File: config.mk
export PLATFORM = sky130hd
export DESIGN_NAME = mem_port_arbiter
export DESIGN_NICKNAME = d
export VERILOG_FILES = /design/src/rtl/mem_arb_pkg.sv /design/src/rtl/arb_owner_fifo.sv /design/src/rtl/mem_port_arbiter.sv
export SDC_FILE = /design/constraint.sdc
export NUM_CORES = 1
export LEC_CHECK = 0
export CORE_AREA = 2 2 121 123
export DETAILED_ROUTE_END_ITERATION = 7
export DIE_AREA = 0 0 123 125
export PLACE_DENSITY = 0.59
export REMOVE_ABC_BUFFERS = 1
export SYNTH_ARGS = -nofsm -noshare
export SYNTH_HDL_FRONTEND = slang
export SYNTH_HIERARCHICAL = 1
export SYNTH_SLANG_ARGS = --single-unit
File: constraint.sdc
create_clock -name clk -period 3.4 [get_ports clk]
set_clock_uncertainty 0.1 [all_clocks]
set_input_delay 0.51 -clock clk [delete_from_list [all_inputs] [get_ports clk]]
set_output_delay 0.51 -clock clk [all_outputs]
set_load 0.01 [all_outputs]
File: src/rtl/mem_arb_pkg.sv
// Shared types for the imem/dmem to unified-memory arbiter.
// Owner tags, request function codes and access-size encodings.
package mem_arb_pkg;

  typedef enum logic {
    OWN_IMEM = 1'b0,
    OWN_DMEM = 1'b1
  } owner_t;

  localparam logic FCN_RD = 1'b0;
  localparam logic FCN_WR = 1'b1;

  localparam logic [2:0] MT_X  = 3'd0;
  localparam logic [2:0] MT_B  = 3'd1;
  localparam logic [2:0] MT_H  = 3'd2;
  localparam logic [2:0] MT_W  = 3'd3;
  localparam logic [2:0] MT_D  = 3'd4;
  localparam logic [2:0] MT_BU = 3'd5;
  localparam logic [2:0] MT_HU = 3'd6;
  localparam logic [2:0] MT_WU = 3'd7;

endpackage

File: src/rtl/arb_owner_fifo.sv
// Small synchronous FIFO of owner tags.
// Caller guarantees no push when full and no pop when empty.
module arb_owner_fifo
  import mem_arb_pkg::*;
#(
  parameter int DEPTH = 4,
  localparam int CW = $clog2(DEPTH + 1)
) (
  input  logic          clk,
  input  logic          rst,
  input  logic          push_i,
  input  owner_t        push_owner_i,
  input  logic          pop_i,
  output owner_t        head_o,
  output logic [CW-1:0] count_o
);

  localparam int PW = (DEPTH > 1) ? $clog2(DEPTH) : 1;

  owner_t          mem_q [DEPTH];
  logic [PW-1:0]   wr_q, wr_d;
  logic [PW-1:0]   rd_q, rd_d;
  logic [CW-1:0]   cnt_q, cnt_d;

  function automatic logic [PW-1:0] wrap_inc(input logic [PW-1:0] p);
    if (p == PW'(DEPTH - 1)) return '0;
    return p + 1'b1;
  endfunction

  // Next pointers and occupancy
  always_comb begin
    wr_d  = wr_q;
    rd_d  = rd_q;
    cnt_d = cnt_q;
    if (push_i) wr_d = wrap_inc(wr_q);
    if (pop_i)  rd_d = wrap_inc(rd_q);
    unique case ({push_i, pop_i})
      2'b10:   cnt_d = cnt_q + 1'b1;
      2'b01:   cnt_d = cnt_q - 1'b1;
      default: cnt_d = cnt_q;
    endcase
  end

  // Pointer and count registers
  always_ff @(posedge clk) begin
    if (rst) begin
      wr_q  <= '0;
      rd_q  <= '0;
      cnt_q <= '0;
    end else begin
      wr_q  <= wr_d;
      rd_q  <= rd_d;
      cnt_q <= cnt_d;
    end
  end

  // Tag storage needs no reset; count gates every read
  always_ff @(posedge clk) begin
    if (push_i) mem_q[wr_q] <= push_owner_i;
  end

  assign head_o  = mem_q[rd_q];
  assign count_o = cnt_q;

endmodule

File: src/rtl/mem_port_arbiter.sv
// Arbitrates imem and dmem onto one memory port and routes
// in-order responses back via an owner FIFO.
module mem_port_arbiter
  import mem_arb_pkg::*;
#(
  parameter int ADDR_W          = 32,
  parameter int DATA_W          = 32,
  parameter int MAX_OUTSTANDING = 4,
  parameter int MAX_WAIT        = 8
) (
  input  logic              clk,
  input  logic              rst,
  output logic              imem_req_ready,
  input  logic              imem_req_valid,
  input  logic [ADDR_W-1:0] imem_req_addr,
  input  logic [DATA_W-1:0] imem_req_data,
  input  logic              imem_req_fcn,
  input  logic [2:0]        imem_req_typ,
  output logic              imem_resp_valid,
  output logic [DATA_W-1:0] imem_resp_data,
  output logic              dmem_req_ready,
  input  logic              dmem_req_valid,
  input  logic [ADDR_W-1:0] dmem_req_addr,
  input  logic [DATA_W-1:0] dmem_req_data,
  input  logic              dmem_req_fcn,
  input  logic [2:0]        dmem_req_typ,
  output logic              dmem_resp_valid,
  output logic [DATA_W-1:0] dmem_resp_data,
  input  logic              mem_req_ready,
  output logic              mem_req_valid,
  output logic [ADDR_W-1:0] mem_req_addr,
  output logic [DATA_W-1:0] mem_req_data,
  output logic              mem_req_fcn,
  output logic [2:0]        mem_req_typ,
  input  logic              mem_resp_valid,
  input  logic [DATA_W-1:0] mem_resp_data,
  output logic              err_orphan_resp
);

  localparam int CW = $clog2(MAX_OUTSTANDING + 1);
  localparam int SW = $clog2(MAX_WAIT + 1);

  logic          sel_i, sel_d;
  logic          starved;
  logic          not_full, can_issue;
  logic          has_out;
  logic          push, pop;
  owner_t        push_own, head;
  logic [CW-1:0] cnt;
  logic [SW-1:0] starve_q, starve_d;
  logic          err_q, err_d;

  // Grant: dmem wins unless imem has waited MAX_WAIT cycles
  always_comb begin
    starved   = (starve_q == SW'(MAX_WAIT));
    sel_i     = !rst && imem_req_valid
                && (!dmem_req_valid || starved);
    sel_d     = !rst && dmem_req_valid && !sel_i;
    not_full  = (cnt < CW'(MAX_OUTSTANDING));
    can_issue = mem_req_ready && not_full;
  end

  // Request mux toward memory; zeros when nothing granted
  always_comb begin
    mem_req_valid  = (sel_i || sel_d) && not_full;
    imem_req_ready = sel_i && can_issue;
    dmem_req_ready = sel_d && can_issue;
    mem_req_addr   = '0;
    mem_req_data   = '0;
    mem_req_fcn    = FCN_RD;
    mem_req_typ    = MT_X;
    if (sel_i) begin
      mem_req_addr = imem_req_addr;
      mem_req_data = imem_req_data;
      mem_req_fcn  = imem_req_fcn;
      mem_req_typ  = imem_req_typ;
    end else if (sel_d) begin
      mem_req_addr = dmem_req_addr;
      mem_req_data = dmem_req_data;
      mem_req_fcn  = dmem_req_fcn;
      mem_req_typ  = dmem_req_typ;
    end
  end

  // Owner bookkeeping and response steering
  always_comb begin
    push            = mem_req_valid && mem_req_ready;
    push_own        = sel_d ? OWN_DMEM : OWN_IMEM;
    has_out         = (cnt != '0);
    pop             = !rst && mem_resp_valid && has_out;
    imem_resp_valid = pop && (head == OWN_IMEM);
    dmem_resp_valid = pop && (head == OWN_DMEM);
    imem_resp_data  = mem_resp_data;
    dmem_resp_data  = mem_resp_data;
    err_d           = err_q || (mem_resp_valid && !has_out);
  end

  // Starvation counter next state, saturating at MAX_WAIT
  always_comb begin
    starve_d = starve_q;
    if (!imem_req_valid || imem_req_ready) starve_d = '0;
    else if (!starved)                     starve_d = starve_q + 1'b1;
  end

  // Arbiter state registers
  always_ff @(posedge clk) begin
    if (rst) begin
      starve_q <= '0;
      err_q    <= 1'b0;
    end else begin
      starve_q <= starve_d;
      err_q    <= err_d;
    end
  end

  assign err_orphan_resp = err_q;

  arb_owner_fifo #(
    .DEPTH(MAX_OUTSTANDING)
  ) u_owner_fifo (
    .clk         (clk),
    .rst         (rst),
    .push_i      (push),
    .push_owner_i(push_own),
    .pop_i       (pop),
    .head_o      (head),
    .count_o     (cnt)
  );

endmodule

* Yosys cells after proc, flatten, opt, wreduce, memory -nomap -nowiden
Memory sizes are Yosys's and may differ from the RTL's. A register that Yosys moved wholly into a read port is not among the register bits.
Index checks and enable logic that the tools add are counted.
** Storage, ports and cells
- Register bits after elaboration :: 12
- Bits in writable memories :: 4
- Output and inout bits :: 138
- Memories kept :: 1
** Cells by class
- Add/subtract/negate cells :: 5
- Order comparisons :: 1
- Equal/unequal tests :: 5
- Multiplexer cells :: 22
- Bitwise logic cells :: 1
- Reduce and logical (&&, ||, !) cells :: 26
** Memory list
- u_owner_fifo.mem_q :: words 4, width 1, read ports 1, clocked after Yosys merged registers in 1, write ports 1, line arb_owner_fifo.sv:20 : owner_t mem_q [DEPTH];
** Operator list (number)
- 32-bit 2-to-1 mux :: 4
- 1-bit logical AND :: 14
- 2-bit 2-to-1 mux :: 6
- 1-bit 2-to-1 mux :: 9
- 2-bit == test (second input constant) :: 3
- 3-bit 2-to-1 mux :: 2
- 3-bit case mux with 2 select lines :: 1
- 1-bit zero test :: 5
- 2-bit by 1-bit adder with 2-bit output (second input constant) :: 2
- 4-bit by 1-bit adder with 4-bit output (second input constant) :: 1
- 4-bit == test (second input constant) :: 1
- 1-bit logical OR :: 4
- 3-bit by 1-bit adder with 3-bit output (second input constant) :: 1
- 3-bit less-than comparator (second input constant) :: 1
- 3-bit nonzero test :: 1
- 3-bit by 1-bit subtractor with 3-bit output (second input constant) :: 1
- 2-bit by 1-bit == test with 1-bit output (second input constant) :: 1
- 2-bit nonzero test :: 1
- 2-bit OR reduction :: 1
- 1-bit inverter :: 1

* Logic depth before layout (Yosys ltp)
- Word-level depth :: 10
- Depth in mapped cells :: 8
- Gate-level depth less buffers :: 8

* Hierarchy
The synthesis kept the hierarchy.
** Modules (own cells, without submodules)
- mem_port_arbiter :: instances 1, cells each 186, area an instance 1526.5 µm², sequential area each 100.1 µm²
- arb_owner_fifo :: instances 1, cells each 47, area an instance 569.3 µm², sequential area each 300.3 µm²

* Worst setup path after synthesis
OpenSTA, ideal clock, no wires.
- Path type :: input-to-reg
- Start :: in rst
- End :: reg u_owner_fifo.cnt_q[2] (netlist: u_owner_fifo/count_o[2])
- Arrival :: 2.266 ns
- Required time :: 3.230 ns
- Slack :: 0.964 ns
- Stages on the path :: 8
- Path buffers :: 0
- Cell sequence :: nand2b_1 -> a21oi_1 -> inv_1 -> ha_1 -> fa_1 -> xnor2_1 -> or3_1 -> a21oi_1
** Between the ends
- Word-level cells in the longest chain between the ends :: 10
** RTL lines
- from (decl) :: line mem_port_arbiter.sv:12 : input logic rst,
- 1-bit zero test * :: line mem_port_arbiter.sv:56, mem_port_arbiter.sv:58
- 1-bit logical AND :: line mem_port_arbiter.sv:56 : sel_i = !rst && imem_req_valid
- 1-bit logical AND :: line mem_port_arbiter.sv:57 : && (!dmem_req_valid || starved);
- 1-bit zero test :: line mem_port_arbiter.sv:58 : sel_d = !rst && dmem_req_valid && !sel_i;
- 1-bit logical AND :: line mem_port_arbiter.sv:58
- 1-bit logical OR * :: line mem_port_arbiter.sv:65 : mem_req_valid = (sel_i || sel_d) && not_full;
- 1-bit logical AND * :: line mem_port_arbiter.sv:65
- 1-bit logical AND * :: line mem_port_arbiter.sv:87 : push = mem_req_valid && mem_req_ready;
- named net push :: line mem_port_arbiter.sv:47 : logic push, pop;
- 2-bit by 1-bit == test with 1-bit output / 2-bit == test (equally long branches) :: line arb_owner_fifo.sv:37 : unique case ({push_i, pop_i})
- 3-bit case mux with 2 select lines / 2-bit nonzero test (equally long branches)
- to (signal assigned) :: line arb_owner_fifo.sv:53 : cnt_q <= cnt_d;
- to (decl) :: line arb_owner_fifo.sv:23 : logic [CW-1:0] cnt_q, cnt_d;
Mark *: on every way through the listed nets, which the timed path passes. The rest lies on a longest branch.
A chain may end at the register's enable or synchronous reset.

* Worst setup path in the final report
- Start :: in imem_req_valid
- End :: out mem_req_addr[21]
** Between the ends
- Word-level cells in the longest chain between the ends :: 6
** RTL lines
- from (decl) :: line mem_port_arbiter.sv:14 : input logic imem_req_valid,
- 1-bit logical AND * :: line mem_port_arbiter.sv:56
- 1-bit logical AND * :: line mem_port_arbiter.sv:57
- 1-bit zero test :: line mem_port_arbiter.sv:58
- 1-bit logical AND :: line mem_port_arbiter.sv:58
- 32-bit 2-to-1 mux :: line mem_port_arbiter.sv:77 : end else if (sel_d) begin
- 32-bit 2-to-1 mux * :: line mem_port_arbiter.sv:72 : if (sel_i) begin
- to (decl) :: line mem_port_arbiter.sv:31 : output logic [ADDR_W-1:0] mem_req_addr,
Mark *: on every way between the ends. The rest lies on a longest branch, timed or not.

==> impl_results.html <==
<table>
<tr><th>Metric</th><th>Value</th></tr>
<tr><th colspan="2">Layout</th></tr>
<tr><td>Area delta synth-&gt;final</td><td>94.3%</td></tr>
<tr><td>Multi-input combinational cell area</td><td>1080 µm²</td></tr>
<tr><td>Layout cell share with drive strength beyond 1</td><td>4.71%</td></tr>
<tr><td># fillers</td><td>1513</td></tr>
<tr><td>Antenna cell count</td><td>0</td></tr>
<tr><td>Sequential cell area</td><td>400 µm²</td></tr>
<tr><td>Nets@finish</td><td>566</td></tr>
<tr><th colspan="2">Floorplanning</th></tr>
<tr><td>Vertical die dimension</td><td>125 µm</td></tr>
<tr><td>Chip Width</td><td>123 µm</td></tr>
<tr><td>Die Footprint</td><td>15400 µm²</td></tr>
<tr><td>Core region area</td><td>14200 µm²</td></tr>
<tr><td>Effective utilization at floorplan</td><td>14.8%</td></tr>
<tr><td>Number of I/O pins</td><td>312</td></tr>
<tr><td>Number of cell rows</td><td>44</td></tr>
<tr><th colspan="2">Run</th></tr>
<tr><td>Max_cap viols</td><td>0</td></tr>
<tr><th colspan="2">Logic synthesis</th></tr>
<tr><td>Yosys top cell by area</td><td>sky130_fd_sc_hd__a22o_1</td></tr>
<tr><td>Synthesis Warnings</td><td>6</td></tr>
<tr><td>Instance count of the mapped netlist</td><td>233</td></tr>
<tr><td>Async set-reset flop share out of synthesis</td><td>0%</td></tr>
<tr><td>Number of distinct standard cells referenced by the synthesized netlist</td><td>32</td></tr>
<tr><td>Leading cell type by number of instances after synthesis</td><td>sky130_fd_sc_hd__a22o_1</td></tr>
<tr><td>Register bit count reported by yosys</td><td>18</td></tr>
<tr><td>Register area share after synthesis</td><td>19.1%</td></tr>
<tr><td>Synth Area per Inst</td><td>8.99 µm²</td></tr>
<tr><td>Most frequent cells after synthesis</td><td>65 x sky130_fd_sc_hd__a22o_1, 64 x sky130_fd_sc_hd__buf_4, 14 x sky130_fd_sc_hd__dfxtp_1, 8 x sky130_fd_sc_hd__ha_1, 8 x sky130_fd_sc_hd__nor2_1</td></tr>
<tr><td>Post-synthesis cell area</td><td>2100 µm²</td></tr>
<tr><td>Post-synth top area share</td><td>27.2%</td></tr>
<tr><td>Count of flip-flops with a built-in enable after synthesis</td><td>4</td></tr>
<tr><td>Main synth FF type</td><td>sky130_fd_sc_hd__dfxtp_1</td></tr>
<tr><td>Leading post-synthesis cells by cell area</td><td>sky130_fd_sc_hd__a22o_1 27%, sky130_fd_sc_hd__buf_4 23%, sky130_fd_sc_hd__dfxtp_1 13%</td></tr>
<tr><th colspan="2">Clock tree</th></tr>
<tr><td>Clock tree sinks</td><td>18</td></tr>
<tr><td>Number of levels in the clock H-tree</td><td>1</td></tr>
<tr><td>Clock buffer depth</td><td>2</td></tr>
<tr><td>Clock latency at the later pin of the worst-skew pair</td><td>250 ps</td></tr>
<tr><td>Inserted Clock Buffers</td><td>3</td></tr>
<tr><td>PostCTS Resize Cnt</td><td>0</td></tr>
<tr><td>Post-CTS setup buffer count</td><td>0</td></tr>
<tr><td>Root buf cell</td><td>sky130_fd_sc_hd__clkbuf_16</td></tr>
<tr><td>Clock tree from TritonCTS</td><td>yes</td></tr>
<tr><td>Register clock-pin slew on the reported worst setup and hold paths</td><td>50 ps</td></tr>
<tr><th colspan="2">Timing</th></tr>
<tr><td>Share of the clock period used by the worst path after layout</td><td>96.2%</td></tr>
<tr><td>Minimum clock period</td><td>3270 ps</td></tr>
<tr><td>Headroom to the max-slew limit</td><td>79.9%</td></tr>
<tr><td>Worst-Margin Slew</td><td>301 ps</td></tr>
<tr><td>Hold Vio Cnt, Final</td><td>0</td></tr>
<tr><td>Max Clock Freq</td><td>306 MHz</td></tr>
<tr><td>Number of endpoints failing setup at the final stage</td><td>0</td></tr>
<tr><td>Fin Hold WS</td><td>365 ps</td></tr>
<tr><td>RSZ-0062 raised after global routing</td><td>false</td></tr>
<tr><td>Count of pins over their slew limit</td><td>0</td></tr>
<tr><td>Sum of negative setup slack</td><td>0 ps</td></tr>
<tr><th colspan="2">Outcome</th></tr>
<tr><td>Outcome</td><td>complete, no violations</td></tr>
<tr><th colspan="2">Drt</th></tr>
<tr><td>Remaining routing DRC violations</td><td>0</td></tr>
<tr><td>Count of TritonRoute iterations in the first routing pass</td><td>4</td></tr>
<tr><td>Vias per cell</td><td>4.28</td></tr>
<tr><td>Number of DRC violations after detailed-routing iteration 0</td><td>95</td></tr>
<tr><td>Average wire length per cell after detail routing</td><td>21.1 µm</td></tr>
<tr><td>Post-route antenna net violation count</td><td>0</td></tr>
<tr><td>Total length of routed wires</td><td>11900 µm</td></tr>
<tr><td>Total number of vias</td><td>2422</td></tr>
<tr><th colspan="2">Global route</th></tr>
<tr><td>Total gr overflow</td><td>0</td></tr>
<tr><td>GRT Util Overall</td><td>14.4%</td></tr>
<tr><td>Largest net degree at the start of global routing</td><td>64</td></tr>
<tr><td>Number of global-route vias before repair</td><td>2478</td></tr>
<tr><td>First-pass GRT wire length</td><td>16200 µm</td></tr>
<tr><td>Antenna violations before repair</td><td>0</td></tr>
<tr><th colspan="2">Worst setup path</th></tr>
<tr><td>Critical Path Start Type</td><td>input port</td></tr>
<tr><td>Critical path capture point type</td><td>output port</td></tr>
<tr><td>Largest fanout of any net on the critical path</td><td>32</td></tr>
<tr><td>Critical path required time</td><td>2790 ps</td></tr>
<tr><td>Worst setup path category</td><td>input port to output port</td></tr>
<tr><td>Worst endpoint data arrival time</td><td>2660 ps</td></tr>
<tr><th colspan="2">Placement</th></tr>
<tr><td>Post-detailed-placement half-perimeter wirelength</td><td>10100 µm</td></tr>
<tr><td>Final weighted congestion of routability-driven global placement</td><td>0.851</td></tr>
<tr><td>Input/output buffers</td><td>215</td></tr>
<tr><th colspan="2">Pwr</th></tr>
<tr><td>P_leak</td><td>1.52 nW</td></tr>
<tr><td>Power per unit of standard cell area</td><td>227 nW/µm²</td></tr>
<tr><td>Worst voltage drop across the vdd grid</td><td>181 µV</td></tr>
<tr><th colspan="2">Worst hold path</th></tr>
<tr><td>Type of the tightest min-delay check</td><td>register to register</td></tr>
</table>
==> layout by cell type (no fill, tap or decap), types with 2 or more instances in the layout <==
cell type	Yosys	final
sky130_fd_sc_hd__buf_12	0	2
sky130_fd_sc_hd__nor2b_1	2	2
sky130_fd_sc_hd__inv_1	7	7
sky130_fd_sc_hd__a22o_2	3	3
sky130_fd_sc_hd__buf_4	64	5
sky130_fd_sc_hd__nor3_1	3	3
sky130_fd_sc_hd__nor3b_1	3	3
sky130_fd_sc_hd__xor2_1	2	2
sky130_fd_sc_hd__nand2b_1	3	3
sky130_fd_sc_hd__a21oi_1	5	5
sky130_fd_sc_hd__xnor2_1	2	2
sky130_fd_sc_hd__nand4_1	2	2
sky130_fd_sc_hd__edfxtp_1	4	4
sky130_fd_sc_hd__dfxtp_1	14	14
sky130_fd_sc_hd__nor2_1	8	8
sky130_fd_sc_hd__mux2i_1	3	3
sky130_fd_sc_hd__a22o_1	65	65
sky130_fd_sc_hd__clkdlybuf4s50_1	0	215
sky130_fd_sc_hd__clkbuf_16	0	4
sky130_fd_sc_hd__o21ai_0	3	3
sky130_fd_sc_hd__a21oi_4	1	2
sky130_fd_sc_hd__and2_1	7	7
sky130_fd_sc_hd__ha_1	8	8
==> through the flow <==
step           instances  worst slack, ps  utilization, %  total power, W  instance area [µm²]
6_report             566              130            28.7        0.000924                 4070
3_3_place_gp         561              105            27.9        0.000690                 3970
3_5_place_dp         561             72.7            27.9        0.000694                 3970
5_1_grt              566             9.70            28.7        0.000976                 4070
2_1_floorplan        155              265               -        0.000374                 1500
4_1_cts              565             73.6            28.5        0.000932                 4050
==> metal layers <==
layer	track usage, %	vias to the layer above	part of all wire, %
met5	4.28	-	0.45
met4	0.401	2	0.017
met3	10.2	4	15
met2	21.3	182	44
met1	17.7	1140	41
li1	-	1094	-
==> cell type report <==
type | instances | share of cell area [%]
tap | 184 | 5.65
clock inverter | 1 | 0.0922
clock buffer | 3 | 1.84
timing repair buffer | 223 | 55.4
sequential | 18 | 9.83
inverter | 7 | 0.645
multi-input combinational | 130 | 26.6
==> kinds of logic after synthesis <==
family,after synthesis,synth area share (%)
multiplexers,4,2.51
XOR/XNOR,4,1.67
buffers and inverters,85,29.6
adder cells (fa/ha/maj),9,5.73
AO/OA/AOI/OAI,80,32.4
flip-flops,18,19.1
AND/OR/NAND/NOR,33,8.95
==> worst paths after layout <==
| kind | from | end | slack, ps | depth (start not counted) |
|---|---|---|---|---|
| min reg2reg | err_orphan_resp | err_orphan_resp | 370 | 2 |
| max reg2reg | u_owner_fifo/count_o[2] | u_owner_fifo/count_o[2] | 1130 | 8 |
| min | err_orphan_resp | err_orphan_resp | 370 | 2 |
| max | imem_req_valid | mem_req_addr[21] | 130 | 6 |
==> power breakdown <==
part	leakage [nW]	internal (W)	switching, W	total [W]
clock network	0.0385	0.000156	0.0000783	0.000235
logic	1.33	0.000294	0.000157	0.000451
registers	0.151	0.000230	0.00000945	0.000239
==> worst max-delay path, stage by stage <==
cell                              delay (ps)
sky130_fd_sc_hd__clkdlybuf4s50_1         590
sky130_fd_sc_hd__nand2b_1                210
sky130_fd_sc_hd__a21oi_4                 270
sky130_fd_sc_hd__buf_12                  230
sky130_fd_sc_hd__a22o_1                  240
sky130_fd_sc_hd__clkdlybuf4s50_1         590
==> repair_timing <==
action | CTS | global route
setup endpoints to repair | 0 | 1
hold buffers | 0 | 0
hold endpoints to repair | 0 | 0
No activity file was read; power rests on OpenSTA's default activity.
